### src/rtl/bg_fetch_scheduler_if.sv
// ---------------------------------------------------------------------------
// bg_fetch_scheduler_if
// VRAM read port between the background fetch scheduler and the VRAM arbiter.
//   vram_req   : read request, held until the cycle in which vram_ack is high
//   vram_addr  : byte address of the read; held stable while vram_req is high
//   vram_ack   : grant, vram_rdata is valid in the same cycle
//   vram_rdata : halfword at vram_addr with bit 0 cleared
// master = scheduler side, slave = arbiter / memory side.
// ---------------------------------------------------------------------------
interface bg_fetch_scheduler_if;
    logic        vram_req;
    logic [16:0] vram_addr;
    logic        vram_ack;
    logic [15:0] vram_rdata;

    modport master (
        output vram_req,
        output vram_addr,
        input  vram_ack,
        input  vram_rdata
    );

    modport slave (
        input  vram_req,
        input  vram_addr,
        output vram_ack,
        output vram_rdata
    );
endinterface

### src/rtl/bg_fetch_scheduler.sv
// ---------------------------------------------------------------------------
// bg_fetch_scheduler
// Walks the enabled backgrounds of one pixel in ascending BG order. For each
// enabled BG it reads the screen entry, then the character byte holding the
// pixel, and presents the result to the BG data formatter for one cycle.
//
// Ports
//   clock, rst_n      : single clock, asynchronous active-low reset
//   pixel_go          : one-cycle start pulse (ignored while a pass is active)
//   bg_enable         : per-BG enable, latched on an accepted pixel_go
//   bg_palmode        : per-BG 256-color (1) / 16-color (0), latched likewise
//   px_row, px_col    : pixel position inside the tile, latched likewise
//   map_addr          : screen entry byte address of BG cur_bg (external mux)
//   char_base         : character base byte address of BG cur_bg (same mux)
//   cur_bg            : BG currently being fetched; selects the external mux
//   vram              : VRAM read port (master side)
//   out_valid, out_*  : formatter inputs, qualified by the out_valid strobe
//   busy              : a pass is active
//   done              : one-cycle end-of-pass pulse
//   overrun           : sticky, a pixel_go arrived while busy
// ---------------------------------------------------------------------------
module bg_fetch_scheduler (
    input  logic                 clock,
    input  logic                 rst_n,
    input  logic                 pixel_go,
    input  logic [3:0]           bg_enable,
    input  logic [3:0]           bg_palmode,
    input  logic [2:0]           px_row,
    input  logic [2:0]           px_col,
    input  logic [16:0]          map_addr,
    input  logic [16:0]          char_base,
    output logic [1:0]           cur_bg,
    bg_fetch_scheduler_if.master vram,
    output logic                 out_valid,
    output logic [1:0]           out_bgno,
    output logic [3:0]           out_paletteno,
    output logic [14:0]          out_data,
    output logic                 out_dot_sel,
    output logic                 out_palettemode,
    output logic                 out_bgused,
    output logic                 busy,
    output logic                 done,
    output logic                 overrun
);

    typedef enum logic [2:0] {
        IDLE,
        MAP_REQ,
        CHAR_REQ,
        EMIT,
        NEXT
    } state_t;

    state_t      state;
    state_t      state_nxt;

    // Fields latched at the start of a pass
    logic [3:0]  en_q;
    logic [3:0]  mode_q;
    logic [2:0]  row_q;
    logic [2:0]  col_q;

    // Fields latched from the screen entry
    logic [9:0]  tile;
    logic        hflip;
    logic        vflip;
    logic [3:0]  pal;

    logic [2:0]  first_sel;
    logic [2:0]  nxt_sel;
    logic [2:0]  r_eff;
    logic [2:0]  c_eff;
    logic        mode_cur;
    logic [16:0] char_addr;
    logic [7:0]  rd_byte;

    // Lowest enabled BG index >= from; result is {found, index}.
    function automatic logic [2:0] find_bg(input logic [3:0] en, input logic [2:0] from);
        logic [2:0] res;
        res = 3'b000;
        for (int i = 3; i >= 0; i--) begin
            if (en[i] && (3'(i) >= from)) begin
                res = {1'b1, 2'(i)};
            end
        end
        return res;
    endfunction

    assign first_sel = find_bg(bg_enable, 3'd0);
    assign nxt_sel   = find_bg(en_q, 3'(cur_bg) + 3'd1);

    assign mode_cur  = mode_q[cur_bg];
    assign r_eff     = vflip ? (3'd7 - row_q) : row_q;
    assign c_eff     = hflip ? (3'd7 - col_q) : col_q;

    // 16-color tiles are 32 bytes with two pixels per byte, so the column
    // contributes c/2 and c[0] later picks the nibble; 256-color tiles are
    // 64 bytes with one pixel per byte. The sum wraps at 17 bits.
    assign char_addr = mode_cur
        ? (char_base + 17'({tile, 6'b0}) + 17'({r_eff, 3'b0}) + 17'(c_eff))
        : (char_base + 17'({tile, 5'b0}) + 17'({r_eff, 2'b0}) + 17'(c_eff[2:1]));

    // The returned halfword is aligned; the odd byte sits in the upper half.
    assign rd_byte = char_addr[0] ? vram.vram_rdata[15:8] : vram.vram_rdata[7:0];

    always_ff @(posedge clock or negedge rst_n) begin
        if (!rst_n) begin
            state <= IDLE;
        end else begin
            state <= state_nxt;
        end
    end

    // Request and address are decoded from the state, so they stay asserted
    // and stable until the ack moves the state on, and fall the cycle after.
    always_comb begin
        state_nxt      = state;
        vram.vram_req  = 1'b0;
        vram.vram_addr = 17'd0;
        busy           = (state != IDLE);
        case (state)
            IDLE: begin
                if (pixel_go && first_sel[2]) begin
                    state_nxt = MAP_REQ;
                end
            end
            MAP_REQ: begin
                vram.vram_req  = 1'b1;
                vram.vram_addr = map_addr & 17'h1FFFE;
                if (vram.vram_ack) begin
                    state_nxt = CHAR_REQ;
                end
            end
            CHAR_REQ: begin
                vram.vram_req  = 1'b1;
                vram.vram_addr = char_addr;
                if (vram.vram_ack) begin
                    state_nxt = EMIT;
                end
            end
            EMIT: begin
                state_nxt = NEXT;
            end
            NEXT: begin
                state_nxt = nxt_sel[2] ? MAP_REQ : IDLE;
            end
            default: begin
                state_nxt = IDLE;
            end
        endcase
    end

    always_ff @(posedge clock or negedge rst_n) begin
        if (!rst_n) begin
            en_q            <= '0;
            mode_q          <= '0;
            row_q           <= '0;
            col_q           <= '0;
            cur_bg          <= '0;
            tile            <= '0;
            hflip           <= 1'b0;
            vflip           <= 1'b0;
            pal             <= '0;
            out_valid       <= 1'b0;
            out_bgno        <= '0;
            out_paletteno   <= '0;
            out_data        <= '0;
            out_dot_sel     <= 1'b0;
            out_palettemode <= 1'b0;
            out_bgused      <= 1'b0;
            done            <= 1'b0;
            overrun         <= 1'b0;
        end else begin
            out_valid <= 1'b0;
            done      <= 1'b0;

            // NEXT counts as busy, so a start in the done cycle is an overrun.
            if (pixel_go && (state != IDLE)) begin
                overrun <= 1'b1;
            end

            case (state)
                IDLE: begin
                    if (pixel_go) begin
                        en_q   <= bg_enable;
                        mode_q <= bg_palmode;
                        row_q  <= px_row;
                        col_q  <= px_col;
                        cur_bg <= first_sel[1:0];
                        done   <= ~first_sel[2];
                    end
                end
                MAP_REQ: begin
                    if (vram.vram_ack) begin
                        tile  <= vram.vram_rdata[9:0];
                        hflip <= vram.vram_rdata[10];
                        vflip <= vram.vram_rdata[11];
                        pal   <= vram.vram_rdata[15:12];
                    end
                end
                CHAR_REQ: begin
                    // Loading here makes the strobe and data visible in EMIT.
                    if (vram.vram_ack) begin
                        out_valid       <= 1'b1;
                        out_bgno        <= cur_bg;
                        out_paletteno   <= pal;
                        out_data        <= {7'd0, rd_byte};
                        out_dot_sel     <= mode_cur ? 1'b0 : c_eff[0];
                        out_palettemode <= mode_cur;
                        out_bgused      <= 1'b1;
                    end
                end
                EMIT: begin
                    // Registered so done is high during the final NEXT cycle.
                    done <= ~nxt_sel[2];
                end
                NEXT: begin
                    if (nxt_sel[2]) begin
                        cur_bg <= nxt_sel[1:0];
                    end
                end
                default: begin
                end
            endcase
        end
    end

endmodule

### src/flat_wrapper.sv
// flat-port wrapper written by rule: the top's interface ports become plain ports
module bg_fetch_scheduler_flat 
  (clock, rst_n, pixel_go, bg_enable, bg_palmode, px_row, px_col, map_addr, char_base, cur_bg, out_valid, out_bgno, out_paletteno, out_data, out_dot_sel, out_palettemode, out_bgused, busy, done, overrun, vram_vram_req, vram_vram_addr, vram_vram_ack, vram_vram_rdata);
  bg_fetch_scheduler_if vram_i ();
  input  logic clock;
  input  logic rst_n;
  input  logic pixel_go;
  input  logic [3:0] bg_enable;
  input  logic [3:0] bg_palmode;
  input  logic [2:0] px_row;
  input  logic [2:0] px_col;
  input  logic [16:0] map_addr;
  input  logic [16:0] char_base;
  output logic [1:0] cur_bg;
  output logic out_valid;
  output logic [1:0] out_bgno;
  output logic [3:0] out_paletteno;
  output logic [14:0] out_data;
  output logic out_dot_sel;
  output logic out_palettemode;
  output logic out_bgused;
  output logic busy;
  output logic done;
  output logic overrun;
  output wire logic [$bits(vram_i.vram_req)-1:0] vram_vram_req;
  output wire logic [$bits(vram_i.vram_addr)-1:0] vram_vram_addr;
  input wire logic [$bits(vram_i.vram_ack)-1:0] vram_vram_ack;
  input wire logic [$bits(vram_i.vram_rdata)-1:0] vram_vram_rdata;
  assign vram_vram_req = vram_i.vram_req;
  assign vram_vram_addr = vram_i.vram_addr;
  assign vram_i.vram_ack = vram_vram_ack;
  assign vram_i.vram_rdata = vram_vram_rdata;
  bg_fetch_scheduler u_core (.clock(clock), .rst_n(rst_n), .pixel_go(pixel_go), .bg_enable(bg_enable), .bg_palmode(bg_palmode), .px_row(px_row), .px_col(px_col), .map_addr(map_addr), .char_base(char_base), .cur_bg(cur_bg), .vram(vram_i), .out_valid(out_valid), .out_bgno(out_bgno), .out_paletteno(out_paletteno), .out_data(out_data), .out_dot_sel(out_dot_sel), .out_palettemode(out_palettemode), .out_bgused(out_bgused), .busy(busy), .done(done), .overrun(overrun));
endmodule
### config.mk
export PLATFORM = sky130hd
export DESIGN_NAME = bg_fetch_scheduler_flat
export DESIGN_NICKNAME = d
export VERILOG_FILES = /design/src/rtl/bg_fetch_scheduler_if.sv /design/src/rtl/bg_fetch_scheduler.sv /design/src/flat_wrapper.sv
export SDC_FILE = /design/constraint.sdc
export NUM_CORES = 1
export LEC_CHECK = 0
export CELL_PAD_IN_SITES_DETAIL_PLACEMENT = 1
export CELL_PAD_IN_SITES_GLOBAL_PLACEMENT = 2
export CORE_MARGIN = 3
export CORE_UTILIZATION = 26
export CTS_CLUSTER_DIAMETER = 50
export DETAILED_ROUTE_END_ITERATION = 7
export PLACE_DENSITY = 0.84
export SLEW_MARGIN = 40
export SYNTH_ARGS = -nofsm -noshare
export SYNTH_HDL_FRONTEND = slang
export SYNTH_SLANG_ARGS = --single-unit
### constraint.sdc
create_clock -name clock -period 4.6 [get_ports clock]
set_input_delay 1.38 -clock clock [delete_from_list [all_inputs] [get_ports clock]]
set_output_delay 1.38 -clock clock [all_outputs]
set_load 0.1 [all_outputs]
==> results of run 1 <==
==> state kept, by name (all words and copies together) (netlist names), 2 cells and up <==
name and count:
u_core.row_q 3, u_core.out_paletteno 4, u_core.en_q 3, u_core.col_q 3, u_core.state 3, u_core.out_data 8, u_core.out_bgno 2, u_core.cur_bg 2
u_core.mode_q 4, u_core.tile 10, u_core.pal 4
==> logic make-up (layout without fill, tap and decap cells) <==
| family | after synthesis | in the layout |
|---|---|---|
| adders and majority gates | 36 | 36 |
| DFF | 54 | 54 |
| AOI/OAI and AO/OA | 122 | 122 |
| buffers and inverters | 38 | 217 |
| muxes | 34 | 34 |
| xor gates and xnor gates | 28 | 28 |
| other | 1 | 7 |
| and+or+nand+nor | 136 | 136 |
==> final timing paths <==
check	slack, ns	end	cells past startpoint	start
max	-0.40	vram_vram_addr[14]	12	char_base[0]
min	0.47	u_core.overrun	1	u_core.overrun
max reg2reg	1.98	u_core.tile[9]	4	u_core.state[2]
min reg2reg	0.47	u_core.overrun	1	u_core.overrun
max in group asynchronous	2.95	u_core.en_q[3]	2	rst_n
min in group asynchronous	1.07	u_core.out_paletteno[1]	1	rst_n
==> placed cells by master (no fill, tap or decap), types with 5 or more instances in the layout <==
| cell | count |
|---|---|
| buf_4 | 80 |
| nand2_1 | 63 |
| dfrtp_1 | 54 |
| clkdlybuf4s50_1 | 51 |
| buf_2 | 28 |
| nor2_1 | 24 |
| mux2_2 | 23 |
| ha_4 | 22 |
| a21oi_1 | 19 |
| inv_1 | 17 |
| buf_12 | 16 |
| xor2_1 | 13 |
| o21ai_0 | 13 |
| ha_1 | 10 |
| mux2i_1 | 9 |
| o21ai_4 | 8 |
| a21o_1 | 8 |
| nand3_1 | 8 |
| conb_1 | 7 |
| buf_6 | 7 |
| o21ai_1 | 6 |
| o21a_1 | 6 |
| xnor2_1 | 6 |
| clkbuf_16 | 6 |
| nand2b_1 | 5 |
| a21oi_2 | 5 |
| a22o_1 | 5 |
==> through the flow <==
step / setup TNS [ns] / worst slack (ns)
floorplan: -2.17 / -0.744
global placement: -8.84 / -0.911
detailed placement: -9.60 / -0.967
CTS: -2.48 / -0.359
global route: -3.28 / -0.504
finish: -2.29 / -0.402
==> area by class of cell <==
cell class / instances / share of cell area (%)
Timing Repair Buffer: 190 / 25.3
Multi-Input combinational cell: 363 / 48.2
Sequential cell: 54 / 19.6
Inverter: 19 / 1.03
Clock buffer: 5 / 1.81
Clock inverter: 3 / 0.308
Tap cell: 211 / 3.82
==> routing by layer <==
metal / up-vias / track usage, % / share of wire, %
met5: - / 0 / 0
met4: 0 / 3.50 / 1.1
met3: 13 / 3.32 / 4.9
met2: 106 / 31.2 / 52
met1: 2046 / 20.5 / 42
li1: 1975 / - / -
==> timing repair <==
action / 4_1_cts / 5_1_grt
pin swaps: 38 / 27
setup endpoints to repair: 15 / 13
setup buffers: 7 / 3
gates resized for setup: 90 / 29
gates cloned: 0 / 0
==> results.md, run 1 <==
* Synth area leader: dfrtp_1
* Port buffer count at 107
* WP data arrival at 3.62 ns
* Global route overflow at 0
* Initial antenna violation count at 0
* CP Class: input pin to output port
* Count leader, synth: nand2_1
* Clock skew at 0.00431 ns
* CP max FO at 4
* Mean post-synth cell area at 9.17 µm²
* Hold Crit Class: flip-flop to flip-flop
* Initial DRC count at 155
* Slew @ Worst Pin at 0.772 ns
* DRT Wirelength at 15200 µm
* Placed cell areas at 6360 µm²
* Violated checks: setup timing
* Later-pin clock latency in the skew report at 0.29 ns
* Synth Area in Compound Gates at 20.5%
* GPL Wtd Cong at 0.888
* HPWL Detailed at 12000 µm
* CP startpoint kind: input pin
* Post-synthesis sequential area ratio at 32.8%
* Largest net degree at the start of global routing at 45
* WHS at 0.467 ns
* Hold Fails Final Rpt at 0
* Clock buffer count from CTS at 5
* Simple-gate portion of the synthesized area at 15.4%
* Synth top area cells: dfrtp_1, ha_1, mux2_2, nand2_1, o21ai_0
* Netlist cell types at 60
* Drc violations at 0
* Most common flop cell mapped by yosys: dfrtp_1
* Reg area at 1350 µm²
* Core footprint at 15400 µm²
* Max Root-Sink Buffers at 2
* Setup violations, final at 9
* Global-route wire length before repair at 24300 µm
* Chip width at 132 µm
* Die Footprint at 17400 µm²
* Post-synth top cells: nand2_1, dfrtp_1, ha_1
* Min cycle time layout at 5.00 ns
* Area occupied by multi-input gates at 3330 µm²
* Largest family of logic cells by synthesized area: compound AO/OA/AOI/OAI gates
* Max-Cap Viols at 0
* WP buf/inv at 3
* RSZ-0062 raised after global routing: true
* Setup crit end kind: output port
* Crit-path leading delay family: compound AO/OA/AOI/OAI gates
* Boundary pin count at 116
* Number of fill cells at 1746
* Via count at 4140
* Fin nets at 737
* Setup ws final at -0.402 ns
* Antenna diodes at 0
* Core Rows at 45
* H-tree lvl count at 2
* Yosys warns at 0
* FFs w/ async S/R, synth at 100%
* Wire per inst at 18.0 µm
* Clock transition at path regs at 0.07 ns
* Finished Layout Cells at 845
* Layout Utilization at 45.0%
* Number of global-route vias before repair at 4707
* Synthesized-area fraction occupied by xor and xnor cells at 5.96%
* Mux contribution to synthesized area at 9.57%
* Chip Height at 132 µm
* Initial Utilization at 26.8%
* Area Overhead vs Synth at 67.9%
* Post-cts hold buffer count at 0
* Req. time, crit path at 3.22 ns
* Fin crit share at 109%
* Placed cell count at 834
* Fmax at 200 MHz
* Max_slew headroom at 48.5%
* Root buf cell: clkbuf_16
* TritonCTS clock tree: built
* Status: finished with violations
* Clock sink count at 54
* Fin area at 6910 µm²
* Syn Std Cell Area at 4120 µm²
* Vias/cell at 4.90
* Crit path max-delay cell type: fa_2
* Crit-path cells: buf_8 -> ha_4 -> inv_2 -> fa_2 -> nand2b_4 -> a21oi_4 -> a311oi_2 -> o31a_1 -> a21oi_1 -> o21ai_2 -> a221o_4 -> buf_12
* CP max stage delay at 0.34 ns
* DRT Pass-1 Iters at 4
* GRT Overall Usage at 16.9%
* Top-area cell type share of the netlist area at 32.8%
* Post-Synth Adder-Cell Area at 11.3%
* #FFs+latches synth at 54
* Post-Syn Instances at 449
* Fraction of layout cells with a size suffix above 1 at 40.5%
* Number of synthesized flops with an enable pin at 0
* Final Max Tran Viols at 0
* Routed Antenna Nets at 0
Power of run 1 is not shown: default switching activity piles up to over one toggle a cycle in this logic, so the estimate is an artifact.
==> run 2, diff against run 1 <==
--- a/config.mk
+++ b/config.mk
@@ -10,6 +10,7 @@
 export CORE_MARGIN = 3
 export CORE_UTILIZATION = 26
 export CTS_CLUSTER_DIAMETER = 50
+export CTS_CLUSTER_SIZE = 14
 export DETAILED_ROUTE_END_ITERATION = 7
 export PLACE_DENSITY = 0.84
 export SLEW_MARGIN = 40
==> results of run 2 <==
Final layout, timing and power as in run 1 (identical DEF).
Power of run 2 is left out for the same reason.
